File: config.mk
export PLATFORM = sky130hd
export DESIGN_NAME = lsu_mem_bridge
export DESIGN_NICKNAME = d
export VERILOG_FILES = /design/src/rtl/lsu_mem_bridge.sv
export SDC_FILE = /design/constraint.sdc
export NUM_CORES = 1
export LEC_CHECK = 0
export CORE_MARGIN = 2
export CORE_UTILIZATION = 35
export CTS_CLUSTER_SIZE = 25
export DETAILED_ROUTE_END_ITERATION = 12
export HOLD_SLACK_MARGIN = 0.08
export MAX_ROUTING_LAYER = met4
export PLACE_DENSITY = 0.69
export SETUP_SLACK_MARGIN = 0.4
export SLEW_MARGIN = 15
export SYNTH_ARGS = -nofsm -noshare
export SYNTH_HDL_FRONTEND = slang
export SYNTH_SLANG_ARGS = --single-unit
File: constraint.sdc
create_clock -name clk -period 7.61 [get_ports clk]
set_input_delay 1.9025 -clock clk [delete_from_list [all_inputs] [get_ports clk]]
set_output_delay 1.9025 -clock clk [all_outputs]
set_load 0.1 [all_outputs]
File: src/rtl/lsu_mem_bridge.sv
// lsu_mem_bridge: MEM-stage load/store unit that steers accesses to data memory or
// peripheral windows, raises ADEL/ADES and runs req/ack device transactions with timeout.
module lsu_mem_bridge #(
    parameter logic [31:0] DM_BASE    = 32'h0000_0000,
    parameter logic [31:0] DM_SIZE    = 32'h0000_3000,
    parameter int          NUM_DEV    = 2,
    parameter logic [31:0] DEV_BASE   = 32'h0000_7F00,
    parameter logic [31:0] DEV_STRIDE = 32'h10,
    parameter int          DEV_SPAN   = 12,
    parameter int          RO_OFFSET  = 8,
    parameter int          TIMEOUT    = 15
) (
    input  logic               clk,
    input  logic               reset,
    input  logic               mem_rd,
    input  logic               mem_wr,
    input  logic [1:0]         size,
    input  logic               sign_ext,
    input  logic [31:0]        addr,
    input  logic [31:0]        wdata,
    input  logic               int_req,
    output logic [31:0]        dm_addr,
    output logic               dm_we,
    output logic [3:0]         dm_be,
    output logic [31:0]        dm_wdata,
    input  logic [31:0]        dm_rdata,
    output logic               dev_req,
    output logic               dev_we,
    output logic [NUM_DEV-1:0] dev_sel,
    output logic [3:0]         dev_addr,
    output logic [31:0]        dev_wdata,
    input  logic               dev_ack,
    input  logic [31:0]        dev_rdata,
    output logic [31:0]        rdata,
    output logic               stall,
    output logic               adel,
    output logic               ades
);
    localparam int TW = TIMEOUT > 0 ? $clog2(TIMEOUT + 1) : 1;

    typedef enum logic [1:0] {IDLE, REQ, RESP} state_t;

    state_t             state_q, state_d;
    logic [TW-1:0]      tmr_q, tmr_d;
    logic [31:0]        rd_q, rd_d, wd_q, wd_d;
    logic               bf_q, bf_d, we_q, we_d;
    logic [NUM_DEV-1:0] sel_q, sel_d;
    logic [3:0]         off_q, off_d;

    logic [31:0]        dm_off, win_off, lane, dm_ext;
    logic [NUM_DEV-1:0] hit;
    logic               in_dm, in_dev, access, misal, fault, idle, go;

    assign dm_off = addr - DM_BASE;
    assign in_dm  = addr >= DM_BASE && dm_off < DM_SIZE;

    // Offsets below a window base wrap to huge values and fail the span compare.
    always_comb begin
        hit     = '0;
        win_off = '0;
        for (int k = 0; k < NUM_DEV; k++) begin
            if (addr - DEV_BASE - DEV_STRIDE * 32'(k) < 32'(DEV_SPAN)) begin
                hit[k]  = 1'b1;
                win_off = addr - DEV_BASE - DEV_STRIDE * 32'(k);
            end
        end
    end

    assign in_dev = |hit & ~in_dm;
    assign access = mem_rd | mem_wr;
    assign misal  = (size == 2'b01 & addr[0]) | (size == 2'b10 & addr[1:0] != 2'b00);
    assign fault  = access & (misal | size == 2'b11 | ~(in_dm | in_dev) | (in_dev & size != 2'b10)
                    | (in_dev & mem_wr & win_off == 32'(RO_OFFSET)));
    assign idle   = state_q == IDLE;
    assign go     = idle & access & in_dev & ~fault & ~int_req & ~reset;

    assign dm_addr  = {2'b00, dm_off[31:2]};
    assign dm_we    = idle & mem_wr & in_dm & ~fault & ~int_req;
    assign dm_be    = size == 2'b00 ? 4'b0001 << addr[1:0] :
                      size == 2'b01 ? 4'b0011 << addr[1:0] :
                      size == 2'b10 ? 4'b1111 : 4'b0000;
    assign dm_wdata = size == 2'b00 ? {4{wdata[7:0]}} : size == 2'b01 ? {2{wdata[15:0]}} : wdata;
    assign lane     = dm_rdata >> {addr[1:0], 3'b000};
    assign dm_ext   = size == 2'b00 ? {{24{sign_ext & lane[7]}}, lane[7:0]} :
                      size == 2'b01 ? {{16{sign_ext & lane[15]}}, lane[15:0]} : lane;

    assign rdata     = state_q == RESP ? (bf_q ? 32'h0 : rd_q) : dm_ext;
    assign adel      = idle ? fault & ~mem_wr : state_q == RESP & bf_q & ~we_q;
    assign ades      = idle ? fault & mem_wr : state_q == RESP & bf_q & we_q;
    assign dev_req   = state_q == REQ;
    assign dev_we    = dev_req & we_q;
    assign dev_sel   = sel_q;
    assign dev_addr  = off_q;
    assign dev_wdata = wd_q;
    assign stall     = go | dev_req;

    always_comb begin
        state_d = state_q;
        tmr_d   = tmr_q;
        rd_d    = rd_q;
        bf_d    = bf_q;
        we_d    = we_q;
        sel_d   = sel_q;
        off_d   = off_q;
        wd_d    = wd_q;
        if (go) begin
            state_d = REQ;
            tmr_d   = '0;
            bf_d    = 1'b0;
            we_d    = mem_wr;
            sel_d   = hit;
            off_d   = win_off[3:0];
            wd_d    = wdata;
        end else if (state_q == REQ) begin
            if (dev_ack) begin
                state_d = RESP;
                rd_d    = dev_rdata;
            end else if (tmr_q == TW'(TIMEOUT)) begin
                state_d = RESP;
                bf_d    = 1'b1;
            end else begin
                tmr_d = tmr_q + 1'b1;
            end
        end else if (state_q == RESP) begin
            state_d = IDLE;
        end
    end

    always_ff @(posedge clk or posedge reset) begin
        if (reset) begin
            state_q <= IDLE;
            tmr_q   <= '0;
            rd_q    <= '0;
            bf_q    <= 1'b0;
            we_q    <= 1'b0;
            sel_q   <= '0;
            off_q   <= '0;
            wd_q    <= '0;
        end else begin
            state_q <= state_d;
            tmr_q   <= tmr_d;
            rd_q    <= rd_d;
            bf_q    <= bf_d;
            we_q    <= we_d;
            sel_q   <= sel_d;
            off_q   <= off_d;
            wd_q    <= wd_d;
        end
    end
endmodule

==> flow_summary.ini <==
[status]
status = completed

[synth]
yosys.area.top_type = dfrtp_1
synth_ff_type = dfrtp_1
seq_area_frac_synth = 0.3036
async_reset_ff_frac = 1.000
ys_warn_count = 0
ys_ff_latch = 78
synth_top_area_share = 0.3036
ys_types = 69
syn-cell-area_um2 = 6429
synth.most_common_cell = dfrtp_1
netlist_instances = 729
synth_edf_count = 0
yosys-top-cells-count = dfrtp_1 (78), nand2_1 (77), mux2_2 (65)
syn_area_per_cell_um2 = 8.818
synthTopCellsByArea = dfrtp_1 (30%), mux2_2 (11%), mux2i_1 (5.0%)

[drt]
via_count = 6697
routed_wl_um = 24430
drc = 0
wl_per_cell_um = 19.56
antenna_left = 0
viasPerCell = 5.362
first_iter_violations = 368
dr.pass1.iters = 5

[clock_tree]
holdBufCountCts = 0
clkTransAtPathRegs_ps = 60
htree_levels = 3
cts.sinks = 78
cts_tree = done
insertion_delay_ps = 340
root_buffer = clkbuf_16
numCtsBuffers = 9
clock_path_buffers = 2

[sta]
max_clock_freq_mhz = 137.8
fin_worst_skew_ps = 10.12
period_share = 0.9536
rsz0062_at_grt = true
hold_violations = 0
final_max_slew_viol_count = 0
slew_headroom = 0.3074
worst_pin_slew_ps = 1036
setup_violations = 0
period_needed_ps = 7257

[critical_path]
cp-end-kind = primary output
path_cells = buf_6 > or4_4 > or3_4 > nor4_4 > mux2i_1 > or3_4 > or4_4 > a21oi_4 > a21oi_4 > and3_4 > a211o_4 > buf_12
cp.arrival_ps = 5350
path_max_fanout = 4
critPathMaxStageDelay_ps = 580
crit_slowest_cell = or4_4
critPathLaunchType = primary input
cp.required_ps = 5710
critical_path_class = primary input to primary output

[power]
ir_drop_mv = 0.1325
p_per_area_nw_per_um2 = 143.8
leakage_nw = 4.569
finalPower_mw = 1.510

[floorplanning]
ioPinCount = 281
core_um2 = 17960
initial_core_util = 0.3579
num_rows = 49
die_x_um = 139.5
dieArea_um2 = 19470
chipHeight_um = 139.5

[job]
max_cap_violations = 0

[placed_design]
dp_hpwl_um = 17320
place_inst = 1198
place_area_um2 = 9597
routabilityCongestion = 0.9275
port-buffer-count = 278

[global_route]
grt_pass1_vias = 6592
antenna_found_initial = 1
grt_util_all_layers = 0.2418
grt-ovfl-total = 0
grt_first_pass_wirelength_um = 36650
grt_max_degree = 60

[cells_and_area]
finalNonFillerCells = 1249
syn_to_final_growth_pct = 63.27
post-route-cell-area_um2 = 10500
drive_above_1_share = 0.3042
finish.net_count = 1160

[min_path]
hold_path.class = flip-flop to flip-flop
area by class of cell:
| type | count | area (um^2) |
|---|---|---|
| flip-flops and latches | 78 | 1952 |
| repair buffers | 361 | 3645 |
| fillers | 1556 | 7467 |
| clock buffers | 10 | 229.0 |
| inverters | 11 | 42.54 |
| diodes | 1 | 2.502 |
| well taps | 229 | 286.5 |
| multi-input cells | 553 | 4269 |
| clock inverters | 6 | 70.07 |
state kept, by name, indices dropped and copies added (netlist names):
register,flops
bf_q,1
dev_addr,4
dev_sel,2
dev_wdata,32
rd_q,32
state_q,2
tmr_q,4
we_q,1
what timing repair did:
item                                    in CTS  in global routing
gates cloned                                 0                  4
setup buffers                               22                  8
pin swaps                                   10                 20
endpoints found under the setup margin       4                 46
resized for setup                           36                 59
report_power, final:
group          internal (mW)  switching [mW]
Clock                  0.257           0.186
Combinational          0.210           0.440
Sequential             0.415         0.00248
cells in the final DEF, fill, tap and decap left out, types with 4 or more instances in the layout:
master,count
clkbuf_16,11
a31o_2,6
ha_1,7
o21ai_0,49
nand2_1,75
or2_2,5
buf_12,29
mux2_2,62
buf_6,7
nand3_1,9
xnor2_1,9
clkbuf_2,5
nor2b_1,14
buf_4,110
clkdlybuf4s50_1,202
nor2_1,37
mux2_4,13
mux2_1,5
a21oi_1,34
nand4_1,8
nor3_1,6
nand2b_1,11
and3_1,4
nor3b_1,10
o21ai_1,11
xor2_1,7
dfrtp_1,78
a211oi_1,5
mux2i_1,32
inv_1,8
or4_4,4
nand3b_1,31
path summary, 6_finish.rpt:
path	cells past startpoint	slack, ps	startpoint	end
min	1	490	dev_sel[1]$_DFFE_PP0N_	dev_sel[1]$_DFFE_PP0N_
min reg2reg	1	490	dev_sel[1]$_DFFE_PP0N_	dev_sel[1]$_DFFE_PP0N_
max	12	350	addr[18]	ades
max reg2reg	7	5360	state_q[0]$_DFFE_PP0P_	dev_wdata[12]$_DFFE_PP0N_
max in group asynchronous	3	4570	reset	rd_q[7]$_DFFE_PP0P_
min in group asynchronous	2	1940	reset	dev_wdata[19]$_DFFE_PP0N_
layer usage:
layer | track usage | routed length, um
met3 | 0.05299 | 1796
met5 | - | 0
met2 | 0.3860 | 11660
met4 | 0.06964 | 737
met1 | 0.3092 | 10240
critical path, delay by kind of cell:
family / cells / cell delay [ps]
AND/OR/NAND/NOR: 6 / 2390
buffers and inverters: 2 / 260
multiplexers: 1 / 150
AO/OA/AOI/OAI: 3 / 640
cells by family (layout without fill, tap and decap cells):
| kind of cell | after synthesis | in the layout | synth area share |
|---|---|---|---|
| other | 1 | 3 | 0.0005833 |
| XOR/XNOR | 17 | 17 | 0.02316 |
| adder cells (fa/ha/maj) | 9 | 9 | 0.01752 |
| AO/OA/AOI/OAI | 149 | 149 | 0.1427 |
| multiplexers | 112 | 112 | 0.1958 |
| AND/OR/NAND/NOR | 264 | 264 | 0.2285 |
| flip-flops | 78 | 78 | 0.3036 |
| buffers and inverters | 99 | 388 | 0.08817 |
per-stage QoR:
stage | setup slack [ps] | utilization | setup TNS (ps) | hold slack (ps)
final | 353.4 | 0.5843 | 0 | 488.9
after global routing | 270.2 | 0.5843 | 0 | 503.1
after CTS | 373.3 | 0.5666 | 0 | 487.3
after detailed placement | 24.45 | 0.5342 | 0 | 464.4
after global placement | 50.81 | 0.5342 | 0 | 459.6
after floorplan | -178.5 | - | -178.5 | 470.8
(Power assumes the default switching activity.)
